<file path="src/rtl/router_rd_arbiter.sv">
// router_rd_arbiter: round-robin whole-packet read scheduler for three router FIFOs into one skid-buffered byte stream.
// Define RD_ARB_PARITY_CHK_EN to add the parity_err pulse on a mismatching parity beat.
module router_rd_arbiter #(
    parameter int NUM_SRC = 3
) (
    input  logic       clk,
    input  logic       rst,
    input  logic       vld_out_0,
    input  logic       vld_out_1,
    input  logic       vld_out_2,
    input  logic [7:0] dout_0,
    input  logic [7:0] dout_1,
    input  logic [7:0] dout_2,
    output logic       rd_en_0,
    output logic       rd_en_1,
    output logic       rd_en_2,
    output logic [7:0] m_data,
    output logic       m_valid,
    input  logic       m_ready,
    output logic       m_sop,
    output logic       m_eop,
    output logic [1:0] m_src
`ifdef RD_ARB_PARITY_CHK_EN
    ,
    output logic       parity_err
`endif
);
    typedef enum logic [1:0] {IDLE, HDR, PLD, DRAIN} state_t;
    localparam logic [1:0] LAST = 2'(NUM_SRC - 1);
`ifdef RD_ARB_PARITY_CHK_EN
    localparam int EW = 13;
`else
    localparam int EW = 12;
`endif
    state_t        state, state_nx;
    logic [1:0]    grant, grant_nx, rr_ptr, p1, p2, sel, cnt;
    logic [6:0]    remain, remain_nx;
    logic [2:0]    req;
    logic [7:0]    dout_g;
    logic          vld_g, rd, ret, credit, acc, pop, push, wp;
    logic [EW-1:0] q0, q1, in_beat, head;

    assign req    = {vld_out_2, vld_out_1, vld_out_0};
    assign p1     = (rr_ptr == LAST) ? 2'd0 : rr_ptr + 2'd1;
    assign p2     = (p1 == LAST) ? 2'd0 : p1 + 2'd1;
    assign sel    = req[rr_ptr] ? rr_ptr : req[p1] ? p1 : p2;
    assign vld_g  = (grant == 2'd2) ? vld_out_2 : (grant == 2'd1) ? vld_out_1 : vld_out_0;
    assign dout_g = (grant == 2'd2) ? dout_2 : (grant == 2'd1) ? dout_1 : dout_0;
    // a read is only in flight for one cycle, so credit = 2 - cnt - ret
    assign credit = (cnt == 2'd0) || (cnt == 2'd1 && !ret);

    always_comb begin
        state_nx  = state;
        grant_nx  = grant;
        remain_nx = remain;
        rd        = 1'b0;
        case (state)
            IDLE: if (|req) begin
                grant_nx = sel;
                state_nx = HDR;
            end
            HDR: if (ret) begin
                remain_nx = {1'b0, dout_g[7:2]} + 7'd1;
                state_nx  = PLD;
            end else rd = vld_g && credit;
            PLD: begin
                rd        = remain != 7'd0 && vld_g && credit;
                remain_nx = remain - 7'(rd);
                if (remain_nx == 7'd0) state_nx = DRAIN;
            end
            DRAIN: state_nx = ret ? IDLE : DRAIN;
            default: state_nx = IDLE;
        endcase
    end

    assign rd_en_0 = rd && grant == 2'd0;
    assign rd_en_1 = rd && grant == 2'd1;
    assign rd_en_2 = rd && grant == 2'd2;

    // returning byte bypasses the skid when it is empty and the consumer takes it
    assign m_valid = cnt != 2'd0 || ret;
    assign acc     = m_valid && m_ready;
    assign pop     = acc && cnt != 2'd0;
    assign push    = ret && !(acc && cnt == 2'd0);
    assign wp      = cnt[0] ^ pop;
    assign head    = (cnt != 2'd0) ? q0 : ret ? in_beat : '0;
    assign m_data  = head[7:0];
    assign m_eop   = head[8];
    assign m_sop   = head[9];
    assign m_src   = head[11:10];

    always_ff @(posedge clk) begin
        if (rst) begin
            state  <= IDLE;
            grant  <= 2'd0;
            rr_ptr <= 2'd0;
            remain <= 7'd0;
            ret    <= 1'b0;
            cnt    <= 2'd0;
            q0     <= '0;
            q1     <= '0;
        end else begin
            state  <= state_nx;
            grant  <= grant_nx;
            remain <= remain_nx;
            ret    <= rd;
            if (state == DRAIN && ret) rr_ptr <= (grant == LAST) ? 2'd0 : grant + 2'd1;
            if (pop) q0 <= q1;
            if (push && wp) q1 <= in_beat;
            if (push && !wp) q0 <= in_beat;
            cnt <= cnt + 2'(push) - 2'(pop);
        end
    end

`ifdef RD_ARB_PARITY_CHK_EN
    logic [7:0] xsum;
    always_ff @(posedge clk) begin
        if (rst) xsum <= 8'd0;
        else if (ret && state == HDR) xsum <= dout_g;
        else if (ret && state == PLD) xsum <= xsum ^ dout_g;
    end
    // mismatch is judged on arrival and travels with the parity beat
    assign in_beat    = {dout_g != xsum, grant, state == HDR, state == DRAIN, dout_g};
    assign parity_err = acc && head[8] && head[12];
`else
    assign in_beat = {grant, state == HDR, state == DRAIN, dout_g};
`endif
endmodule

</file>
<file path="config.mk">
export PLATFORM = sky130hd
export DESIGN_NAME = router_rd_arbiter
export DESIGN_NICKNAME = d
export VERILOG_FILES = /design/src/rtl/router_rd_arbiter.sv
export SDC_FILE = /design/constraint.sdc
export NUM_CORES = 1
export LEC_CHECK = 0
export BUFFER_PORTS_ARGS = -buffer_cell sky130_fd_sc_hd__buf_2
export CAP_MARGIN = 5
export CORE_ASPECT_RATIO = 0.5
export CORE_MARGIN = 4
export CORE_UTILIZATION = 39
export DETAILED_ROUTE_END_ITERATION = 8
export PLACE_DENSITY = 0.67
export SLEW_MARGIN = 0
export SYNTH_ARGS = -nofsm -noshare
export SYNTH_HDL_FRONTEND = slang
export SYNTH_SLANG_ARGS = --single-unit
</file>
<file path="constraint.sdc">
create_clock -name clk -period 7.95 [get_ports clk]
set_input_delay 0.795 -clock clk [delete_from_list [all_inputs] [get_ports clk]]
set_output_delay 0.795 -clock clk [all_outputs]
set_load 0.02 [all_outputs]
</file>
==> reports/results.txt <==
The flow ran to the end, and the final reports show no timing, DRC or antenna violations. The tools report the type of destination of the critical path as a primary output. Buffers added to address setup during post-CTS repair amount to 0. The number of placement rows is 20. The number of global-route vias before repair came out at 2,308. Library cell contributing the largest single delay on the critical path: sky130_fd_sc_hd__ha_1. The maximum level of the CTS H-tree is 2, and the die outline area is 7910 um^2. STA puts the critical path data required time at 7150 ps. The latest clock arrival within the worst-skew pair was 290 ps; the critical path data arrival time was 2650 ps. Total grt overflow: 0.

On the final layout, the worst clock skew is 4.68 ps. In this run the critical register-to-register path is launched from grant[0]. The peak per-stage delay on the critical path was 450 ps; the total of warnings raised by yosys was 0.

Counting every sink on the clock net gives 40. The total of max-cap violations came out at 0. For the length of the first detailed-routing pass in iterations, the log shows 4.

Share of flip-flops with an asynchronous set or reset after synthesis: 0. After clock tree synthesis, the repair step resized 0 gates. For the maximum count of clock buffers along a single path, the log shows 2. The fraction of power consumed by the clock network is 0.262. The most common library cell in the layout ignoring fill and taps is sky130_fd_sc_hd__nand2_1. In this run the remaining antenna-violating nets after routing total 0. The portion of the clock cycle consumed by the worst path in the final layout came out at 0.434. The total power of the final layout came out at 0.908 mW. The worst hold path belongs to the class reg -> reg. The number of buffer cells added on primary ports was 45; the HPWL reported at the end of detailed placement was 4630 um.

The post-route worst setup slack is 4500 ps, and the instance count of the mapped netlist is 317. Clock slew at the register clock pins of the worst setup and hold paths: 60 ps. The end of the worst register-to-register path is state[1]. The logs give 0.317 for the post-synthesis sequential area ratio and 0.299 for the proportion of power drawn by flip-flops and latches. After floorplanning, the core was sized to cover 6180 um^2. The tools report the total routed wirelength as 6570 um. The analysis attributes to net switching a power of 0.380 mW. The net count reported at finish is 393. The tools report the pin count of the biggest net entering global routing as 42. The capture endpoint of the worst hold path is q0[1].

Leaving out fill and tap cells, the most frequent cells in the layout are sky130_fd_sc_hd__nand2_1, sky130_fd_sc_hd__buf_2, sky130_fd_sc_hd__nor2_1. The number of vias in the routed layout came out at 2,389. The signal on the critical path passes through inv_1 > ha_1 > clkinv_1 > a21oi_1 > nor2_1 > or3b_1 > nor3b_1 > buf_2. The total negative setup slack was 0 ps.

TritonCTS built the clock tree. A synthesized cell averages 7.98 um^2. Transition time at the pin with the least slew margin: 1020 ps. Mean number of vias per cell: 5.40. The starting density of the core came out at 0.409.

The congestion estimate from routability-driven global placement came to 0.862. After detailed placement, the total cell area comes to 2790 um^2. Setup repair after global routing left no endpoint under its margin.

The utilization after layout was 0.480. For this run, the leading register cell type out of synthesis is sky130_fd_sc_hd__dfxtp_1. The tools report the number of diodes as 0. The netlist uses 45 different library cells.

The worst slew margin relative to its limit is 0.320. Hold path startpoint: q1[1]. Timing would allow up to 290 MHz.

The die span in y came out at 64.9 um. The worst-case setup slack after placement came out at 4850 ps. After routing the design area is 2960 um^2. Area growth from synthesis to final layout: 17.2%. The share of final-layout standard cells stronger than drive strength 1 is 0.175. Hold repair after CTS inserted 0 buffers.

The logs give 0 for the final number of setup-violating endpoints and 1.25 nW for the total leakage power. Counting flops with a built-in enable in the synthesized netlist gives 0. The number of max-slew violations in the final report is 0, and the x dimension of the die is 122 um. For the initial antenna violation count, the log shows 0. The first global-routing pass estimated 11,100 um of wire. The critical path is of the reg -> out type. For this block, the initial DRC count from the detailed router was 152.

Mapped cell area: 2530 um^2. The final period demand of the worst path was 3450 ps. The share of power burned in combinational logic was 0.440; the average routed wire per standard cell was 14.9 um. STA classifies the critical path startpoint as a flop. The power density over the cells was 306 nW/um^2. The register bit total from synthesis is 40.

For this design the top-level I/O count stands at 46. The number of DRC violations after detailed routing is 0, and the total nets after synthesis is 357. The setup check on the worst reg-to-reg path leaves a slack of 4950 ps. The maximum resistive drop on vdd was 0.135 mV; the final hold violation count was 0. The proportion of total power due to net switching was 0.418; the number of cells traversed by the worst hold path was 2.

TritonCTS created 5 clock buffers. The cell depth of the worst flop-to-flop path is 10, and the total track usage is 0.174. The internal portion of the total power is 0.528 mW.

In this run the worst path has a maximum fanout of 14. The tree is rooted in a sky130_fd_sc_hd__clkbuf_16.
[worst max path at each step]
stage	start	endpoint	slack [ps]	cells past startpoint
after CTS	state[0]	rd_en_2	4480	8
final	state[0]	rd_en_2	4500	8
after detailed placement	state[0]	rd_en_2	4850	8
after floorplan	vld_out_1	rd_en_2	5110	5
after global placement	state[0]	rd_en_2	4930	8
after global routing	state[0]	rd_en_2	4230	8
[layout make-up]
cell class                 count  area (um^2)
fill                         609         3220
multi-input combinational    248         1600
sequential                    40          801
timing repair buffer          47          240
clock buffer                   5          125
tap                           88          110
clock inverter                 3         47.5
inverter                      11         41.3
[sequential cells by signal (all words and copies together), names as in the netlist]
name,cells
cnt,2
grant,2
q0,12
q1,12
remain,7
ret,1
rr_ptr,2
state,2
[cells in the mapped netlist, drive strengths merged (9+ instances only)]
master	number	area share
nand2	49	0.073
mux2i	32	0.14
clkbuf	12	0.018
a21oi	19	0.038
dfxtp	40	0.32
nor2	41	0.061
a311oi	12	0.042
inv	10	0.015
ha	10	0.049
a22o	9	0.031
o21ai	12	0.024
[kinds of logic (layout without fill, tap and decap cells)]
logic type,after synthesis,after routing,synth area share
compound gates,68,68,0.182
simple gates,130,130,0.231
flops,40,40,0.317
mux,33,33,0.145
fa+ha+maj,10,10,0.0495
xor+xnor,7,7,0.0242
buf+inv,29,66,0.0510
[per-layer routing]
layer	global-route usage	up-vias	part of all wire	wire length, um
li1	-	1195	-	-
met1	0.227	1127	0.46	3030
met2	0.297	59	0.48	3160
met3	0.0331	8	0.050	327
met4	0.0447	0	0.0081	53
met5	0	-	0	0
[power by group through the flow]
stage	combinational (mW)	clock [mW]	sequential [mW]
3_5_place_dp	0.390	0	0.275
2_1_floorplan	0.326	0	0.249
4_1_cts	0.398	0.241	0.271
6_report	0.399	0.237	0.271
3_3_place_gp	0.384	0	0.272
5_1_grt	0.441	0.251	0.277
[worst max-delay path: cells and delay by family, from the launching register on]
family                     cells  cell delay (ps)
DFF                            1              350
and+or+nand+nor                3              690
buffers and inverters          3              690
adders and majority gates      1              450
AOI/OAI and AO/OA              1              200
[metrics by stage]
step                      std cells  hold WS, ps
final                           442          477
after global routing            442          504
after CTS                       442          482
after floorplan                 317          445
after global placement          434          459
after detailed placement        434          471
Power figures use the tool's default switching activity.
